--- src/rtl/alu_result_fifo_pkg.sv ---
// Shared sizing constants for the ALU result path. The comparison stage,
// this FIFO and the writeback all import these values.
//   ALU_DATA_W     width of a sign-extended result word
//   ALU_FIFO_DEPTH entries in the result FIFO (power of two, >= 2)
//   ALU_FIFO_AW    log2(ALU_FIFO_DEPTH)
package alu_result_fifo_pkg;

  localparam int unsigned ALU_DATA_W     = 32;
  localparam int unsigned ALU_FIFO_DEPTH = 8;
  localparam int unsigned ALU_FIFO_AW    = 3;

endpackage

--- src/rtl/alu_fifo_mem.sv ---
// Storage array for alu_result_fifo: DEPTH x (DATA_W+1) words, one
// synchronous write port and one asynchronous (combinational) read port.
// Contents are not reset.
//   clk    rising-edge clock
//   we     write enable
//   waddr  write address
//   wdata  write word {balance, result}
//   raddr  read address
//   rdata  read word at raddr (combinational)
module alu_fifo_mem
  import alu_result_fifo_pkg::*;
#(
  parameter int unsigned DATA_W = ALU_DATA_W,
  parameter int unsigned DEPTH  = ALU_FIFO_DEPTH,
  parameter int unsigned ADDR_W = ALU_FIFO_AW
) (
  input  logic              clk,
  input  logic              we,
  input  logic [ADDR_W-1:0] waddr,
  input  logic [DATA_W:0]   wdata,
  input  logic [ADDR_W-1:0] raddr,
  output logic [DATA_W:0]   rdata
);

  logic [DATA_W:0] mem [DEPTH];

  always_ff @(posedge clk) begin
    if (we) begin
      mem[waddr] <= wdata;
    end
  end

  assign rdata = mem[raddr];

endmodule

--- src/rtl/alu_result_fifo.sv ---
// Show-ahead FIFO buffering comparison-stage results for the ALU writeback.
// Each entry is a result word plus its balance (even-parity) flag. Also
// tracks how many held entries are balanced and a sticky overflow flag.
//   clk, rst_n      clock, asynchronous active-low reset
//   in_valid        upstream result valid
//   in_result       result word (stored unmodified)
//   in_balance      balance flag for in_result
//   in_ready        FIFO can accept (not full)
//   out_valid       head entry available (not empty)
//   out_result      head result, 0 when empty
//   out_balance     head balance flag, 0 when empty
//   out_ready       consumer takes head this cycle
//   count           entries held, 0..DEPTH
//   balance_count   held entries with balance=1
//   overflow        sticky: in_valid seen while full
//   clear_ovf       synchronous clear of overflow
module alu_result_fifo
  import alu_result_fifo_pkg::*;
#(
  parameter int unsigned DATA_W = ALU_DATA_W,
  parameter int unsigned DEPTH  = ALU_FIFO_DEPTH,
  parameter int unsigned ADDR_W = ALU_FIFO_AW
) (
  input  logic              clk,
  input  logic              rst_n,
  input  logic              in_valid,
  input  logic [DATA_W-1:0] in_result,
  input  logic              in_balance,
  output logic              in_ready,
  output logic              out_valid,
  output logic [DATA_W-1:0] out_result,
  output logic              out_balance,
  input  logic              out_ready,
  output logic [ADDR_W:0]   count,
  output logic [ADDR_W:0]   balance_count,
  output logic              overflow,
  input  logic              clear_ovf
);

  localparam logic [ADDR_W:0] FULL_CNT = (ADDR_W+1)'(DEPTH);

  logic [ADDR_W-1:0] wr_ptr;
  logic [ADDR_W-1:0] rd_ptr;
  logic              full;
  logic              empty;
  logic              push;
  logic              pop;
  logic [DATA_W:0]   head;
  logic [ADDR_W:0]   bal_inc;
  logic [ADDR_W:0]   bal_dec;

  assign full      = (count == FULL_CNT);
  assign empty     = (count == '0);
  assign in_ready  = !full;
  assign out_valid = !empty;
  // A pop while full does not free a slot for the same-cycle push.
  assign push      = in_valid && !full;
  assign pop       = !empty && out_ready;

  assign out_result  = empty ? '0 : head[DATA_W-1:0];
  assign out_balance = !empty && head[DATA_W];

  always_comb begin
    bal_inc = '0;
    bal_dec = '0;
    bal_inc[0] = push && in_balance;
    bal_dec[0] = pop && out_balance;
  end

  alu_fifo_mem #(
    .DATA_W (DATA_W),
    .DEPTH  (DEPTH),
    .ADDR_W (ADDR_W)
  ) u_mem (
    .clk   (clk),
    .we    (push),
    .waddr (wr_ptr),
    .wdata ({in_balance, in_result}),
    .raddr (rd_ptr),
    .rdata (head)
  );

  // Power-of-two depth: pointer increment wraps DEPTH-1 -> 0 naturally.
  always_ff @(posedge clk or negedge rst_n) begin
    if (!rst_n) begin
      wr_ptr        <= '0;
      rd_ptr        <= '0;
      count         <= '0;
      balance_count <= '0;
      overflow      <= 1'b0;
    end else begin
      if (push) begin
        wr_ptr <= wr_ptr + 1'b1;
      end
      if (pop) begin
        rd_ptr <= rd_ptr + 1'b1;
      end
      unique case ({push, pop})
        2'b10:   count <= count + 1'b1;
        2'b01:   count <= count - 1'b1;
        default: count <= count;
      endcase
      balance_count <= balance_count + bal_inc - bal_dec;
      if (in_valid && full) begin
        overflow <= 1'b1;
      end else if (clear_ovf) begin
        overflow <= 1'b0;
      end
    end
  end

endmodule

--- config.mk ---
export PLATFORM = sky130hd
export DESIGN_NAME = alu_result_fifo
export DESIGN_NICKNAME = d
export VERILOG_FILES = /design/src/rtl/alu_result_fifo_pkg.sv /design/src/rtl/alu_fifo_mem.sv /design/src/rtl/alu_result_fifo.sv
export SDC_FILE = /design/constraint.sdc
export NUM_CORES = 1
export LEC_CHECK = 0
export CORE_MARGIN = 2
export CORE_UTILIZATION = 30
export DETAILED_ROUTE_END_ITERATION = 16
export PLACE_DENSITY_LB_ADDON = 0.25
export SETUP_SLACK_MARGIN = 0.4
export SYNTH_ARGS = -nofsm -noshare
export SYNTH_HDL_FRONTEND = slang
export SYNTH_SLANG_ARGS = --single-unit
--- constraint.sdc ---
create_clock -name clk -period 3.5 [get_ports clk]
set_clock_uncertainty 0.2 [all_clocks]
set_input_delay 0.875 -clock clk [delete_from_list [all_inputs] [get_ports clk]]
set_output_delay 0.875 -clock clk [all_outputs]
set_load 0.01 [all_outputs]
# Word-level counts from Yosys, hierarchy flattened

Memory sizes are Yosys's and may differ from the RTL's.
Index checks and enable logic that the tools add are counted.

ROM bits: 0
Register bits after elaboration: 15
Word-level logic and storage cells: 32
Bits in writable memories: 264
Memories kept: 1
Latch bits: 0
Input bits: 38

Memories:

| memory    | words | bits a word | read ports | clocked after memory_dff | wr ports | RTL line           | RTL |
|---|---|---|---|---|---|---|---|
| u_mem.mem | 8     | 33          | 1          | 0                        | 1        | alu_fifo_mem.sv:25 | `logic [DATA_W:0] mem [DEPTH];` |

Reductions and logical operators: 11
$add $sub $neg: 6
$lt $le $gt $ge: 0
$mul: 0
Bitwise gates (word level): 0
Divide/modulo/power cells: 0
Multiplexer cells: 6
Shift-type cells: 0
Equal/unequal tests: 3

Operators with widths:

| cell                                                                | number |
|---|---|
| 32-bit two-way mux                                                  | 1 |
| 4-bit one-hot mux with 2 select lines                               | 1 |
| 3-bit by 1-bit adder with 3-bit output (second input constant)      | 2 |
| 1-bit logical AND                                                   | 6 |
| 4-bit by 1-bit adder with 4-bit output                              | 1 |
| 4-bit by 1-bit adder with 4-bit output (second input constant)      | 1 |
| 4-bit == test (second input constant)                               | 1 |
| 4-bit zero test                                                     | 1 |
| 1-bit two-way mux                                                   | 4 |
| 2-bit nonzero test                                                  | 2 |
| 4-bit by 1-bit subtractor with 4-bit output                         | 1 |
| 4-bit by 1-bit subtractor with 4-bit output (second input constant) | 1 |
| 2-bit by 1-bit == test with 1-bit output (second input constant)    | 1 |
| 2-bit == test (second input constant)                               | 1 |
| 1-bit zero test                                                     | 2 |

# Longest topological paths before layout

Word-level depth: 6
Depth in mapped cells: 10
Gate-level depth less buffers: 10

# Cells and area by module

Synthesis repeated with hierarchy kept, for this count alone.

Cell total of the unflattened synthesis: 504
Area, all modules: 11071.9 um^2

By module, submodules not included:

| module          | cells an instance | times used | area an instance (um^2) |
|---|---|---|---|
| alu_fifo_mem    | 394               | 1          | 9979.6 |
| alu_result_fifo | 110               | 1          | 1092.3 |

# Worst setup path before layout

Ideal clock, no wire load.

Kind: input-to-reg
Start: in in_valid
End: mem u_mem.mem[0][0] (netlist bit), enable pin
Stages: 2
Library setup time: 464 ps
Path slack: -450 ps
Path buffers: 0
Arrival time: 3286 ps
Path through: nand3b_1 nor3_1

Cells in the longest elaborated chain, start to end: 3

Ends and longest elaborated chain:

| item                                    | RTL line              | RTL |
|---|---|---|
| from (decl)                             | alu_result_fifo.sv:26 | `input logic in_valid,` |
| 1-bit logical AND                       | alu_result_fifo.sv:57 | `assign push = in_valid && !full;` |
| 1-bit two-way mux                       | alu_fifo_mem.sv:28    | `if (we) begin` |
| 1-bit two-way mux (not written as such) | alu_fifo_mem.sv:29    | `mem[waddr] <= wdata;` |
| to (decl)                               | alu_fifo_mem.sv:25    |  |

Every way passes these cells.

# Worst setup path in the final report

Start: reg rd_ptr[0]
End: out out_result[31]

Cells in the longest elaborated chain, start to end: 2

Ends and longest elaborated chain:

| item                   | RTL line              | RTL |
|---|---|---|
| from (decl)            | alu_result_fifo.sv:43 | `logic [ADDR_W-1:0] rd_ptr;` |
| from (signal assigned) | alu_result_fifo.sv:96 | `rd_ptr <= rd_ptr + 1'b1;` |
| memory 8 x 33 bit      | -                     |  |
| 32-bit two-way mux     | alu_result_fifo.sv:60 | `assign out_result = empty ? '0 : head[DATA_W-1:0];` |
| to (decl)              | alu_result_fifo.sv:31 | `output logic [DATA_W-1:0] out_result,` |

Every way passes these cells.

==> metrics <==
status=completed; Final HPWL DP=13450 um; initial antenna violation count=0; Cells after DPL=1028; crit-path cells=buf_4 -> buf_12 -> mux4_2 -> a22o_2 -> dlygate4sd2_1; total CTS buffers=29; layout net count=705; critical setup path kind=reg2out; Die Span X=193.8 um; Worst IR Drop VDD=0.0005656 V; fin. max-slew vios=0; via count=5437; multiplexer share of the synthesized area=0.1425; clk root buf=clkbuf_16; PwrDens=902.0 nW/um2; max frequency=291.3 MHz; Total Wirelength=26030 um; FF+latch count, synth=279; grt ovf=0; crit-path max FO=10; CTS clk-pin slew, worst paths=60 ps; hold_ws=322.1 ps; Multi-input gate area=2456 um2; crit end category=primary output; largest net degree at the start of global routing=29; most frequent cells in the layout=264 x edfxtp_1, 66 x mux4_2, 46 x clkdlybuf4s50_1, 37 x buf_4, 30 x a22o_1; DRC violations left=0; Setup Viol. Count Final=0; leakage power=0.004816 uW; Slew Limit Headroom=0.5044; MaxCap Viol Count=0; H-tree depth=1; row cnt=69; Syn Nets=528; first-pass GRT wire length=38270 um; Slew @ Worst Pin=741.0 ps; Worst-Skew Late Latency=540 ps; initial core utilization=0.3039; Synth Area in XOR/XNOR=0.007292; clock sinks=279; Final ANT Viol Nets=0; CP Data Arrival Time=2360 ps; main combinational cell family by area after synthesis=multiplexers; sequential fraction of the synthesis area=0.7681; layout cells sized above 1=0.3756; post-synthesis compound-gate area fraction=0.03183; Placer Congestion=0.7140; CP max-delay cell=mux4_2; post-synthesis cell area=10810 um2; Post-Syn Instances=479; via density per instance=4.769; area occupied by registers=8312 um2; CP max stage delay=500 ps; CORE AREA=35570 um2; Die Area=37570 um2; Total Routing Usage GR=0.1375; Die Y=193.8 um; Initial DRT Pass Iterations=4; Avg Inst Size Synth=22.57 um2; Min Clock Period, post-route=3433 ps; final hold vios=0; commonest non-fill, non-tap cell in the layout=edfxtp_1; CP Data Required Time=2420 ps; DR iter-0 viols=375; period utilization=0.9809; vias in the first global route=6001; hold buffer count at cts=0; number of inserted diodes=0; port bufs=81; adder-cell share of the synthesized area=0.01412; Layout fillers=3181; IO Count=82; wire per inst=22.83 um; worst min-delay path class=reg2reg; CTS tree=yes; Finished Layout Cells=1140; CTS max path bufs=3; yosys warns=0; unrepaired setup endpoints after global routing=true; Worst Setup Start Kind=flop; post-synth cell types=36; Post-Synth Simple-Gate Area=0.01748; P&R area growth vs syn=31.18%
-- Yosys cell counts (all sizes together) --
master | count | share of area
edfxtp | 264 | 0.73
mux4 | 66 | 0.14
a22o | 32 | 0.026
a21oi | 3 | 0.0014
nor3b | 3 | 0.0021
nand2 | 4 | 0.0021
nand3 | 6 | 0.0028
mux2i | 2 | 0.0019
a2111o | 1 | 0.0010
o22ai | 1 | 0.00058
and2 | 1 | 0.00081
o21ai | 1 | 0.00046
or4b | 2 | 0.0019
xnor2 | 8 | 0.0065
nor4 | 1 | 0.0020
mux2 | 3 | 0.0031
nor2 | 9 | 0.0031
clkbuf | 5 | 0.0017
nand3b | 1 | 0.00069
ha | 9 | 0.010
nor3 | 2 | 0.00093
inv | 14 | 0.0049
a21o | 1 | 0.00069
fa | 2 | 0.0037
buf | 18 | 0.012
o211ai | 1 | 0.00069
o311ai | 1 | 0.00081
nand2b | 2 | 0.0012
dfrtp | 15 | 0.035
xor2 | 1 | 0.00081
-- final timing paths --
| kind | from | endpoint | slack [ps] | cells past startpoint |
|---|---|---|---|---|
| max in group asynchronous | rst_n | rd_ptr[0] | 1980 | 1 |
| setup reg to reg | count[2] | count[3] | 520 | 9 |
| min in group asynchronous | rst_n | overflow | 570 | 1 |
| hold / removal | wr_ptr[0] | wr_ptr[0] | 320 | 1 |
| hold reg to reg | wr_ptr[0] | wr_ptr[0] | 320 | 1 |
| setup / recovery | rd_ptr[0] | out_result[31] | 70 | 5 |
-- state kept, by name (all words and copies together), names as in the netlist --
name and cells:
u_mem.mem 264, balance_count 4, count 4, rd_ptr 3, wr_ptr 3, overflow 1
-- cell families after synthesis --
logic type,after synthesis
flip-flops,279
XOR/XNOR,9
AO/OA/AOI/OAI,41
buffers and inverters,37
AND/OR/NAND/NOR,31
multiplexers,71
adder cells (fa/ha/maj),11
-- critical path, delay by kind of cell, from the launching register on --
family          cells  cell delay, ps
buf+inv             3             580
flops               1             450
mux                 1             500
compound gates      1             280
-- metal layers --
metal / vias to the layer above / share of wire / global-route usage
li1: 2382 / - / -
met4: 0 / 0.017 / 0.03283
met1: 2881 / 0.43 / 0.1808
met3: 35 / 0.048 / 0.01879
met5: - / 0 / 0
met2: 139 / 0.50 / 0.2419
-- stage by stage --
| stage | TNS [ps] | utilization | total power (uW) | setup WS (ps) | instance area (um2) |
|---|---|---|---|---|---|
| after global routing | -6.185 | 0.3987 | 13430 | -3.806 | 14180 |
| final | 0 | 0.3987 | 12790 | 66.70 | 14180 |
| after CTS | 0 | 0.3947 | 12780 | 13.55 | 14040 |
| after floorplan | 0 | - | 6964 | 432.0 | 10820 |
| after global placement | 0 | 0.3519 | 8812 | 184.3 | 12520 |
| after detailed placement | 0 | 0.3519 | 8910 | 152.5 | 12520 |
-- layout make-up --
type | count | share of cell area
Clock buffer | 38 | 0.05497
Inverter | 14 | 0.003706
Tap cell | 461 | 0.04067
Timing Repair Buffer | 166 | 0.1266
Multi-Input combinational cell | 166 | 0.1732
Clock inverter | 16 | 0.01473
Sequential cell | 279 | 0.5861
-- report_power, final --
part	switching, uW	internal [uW]	leakage [uW]
combinational	2440	2750	0.00176
sequential	206	4240	0.00257
clock	1230	1930	0.000487
total	3880	8920	0.00482
-- what timing repair did --
item                       CTS  global route
resized for setup          158            15
setup endpoints to repair   35            35
gates cloned                 7             1
pin swaps                   18            10
setup buffers               42             8
(Power assumes the default switching activity.)
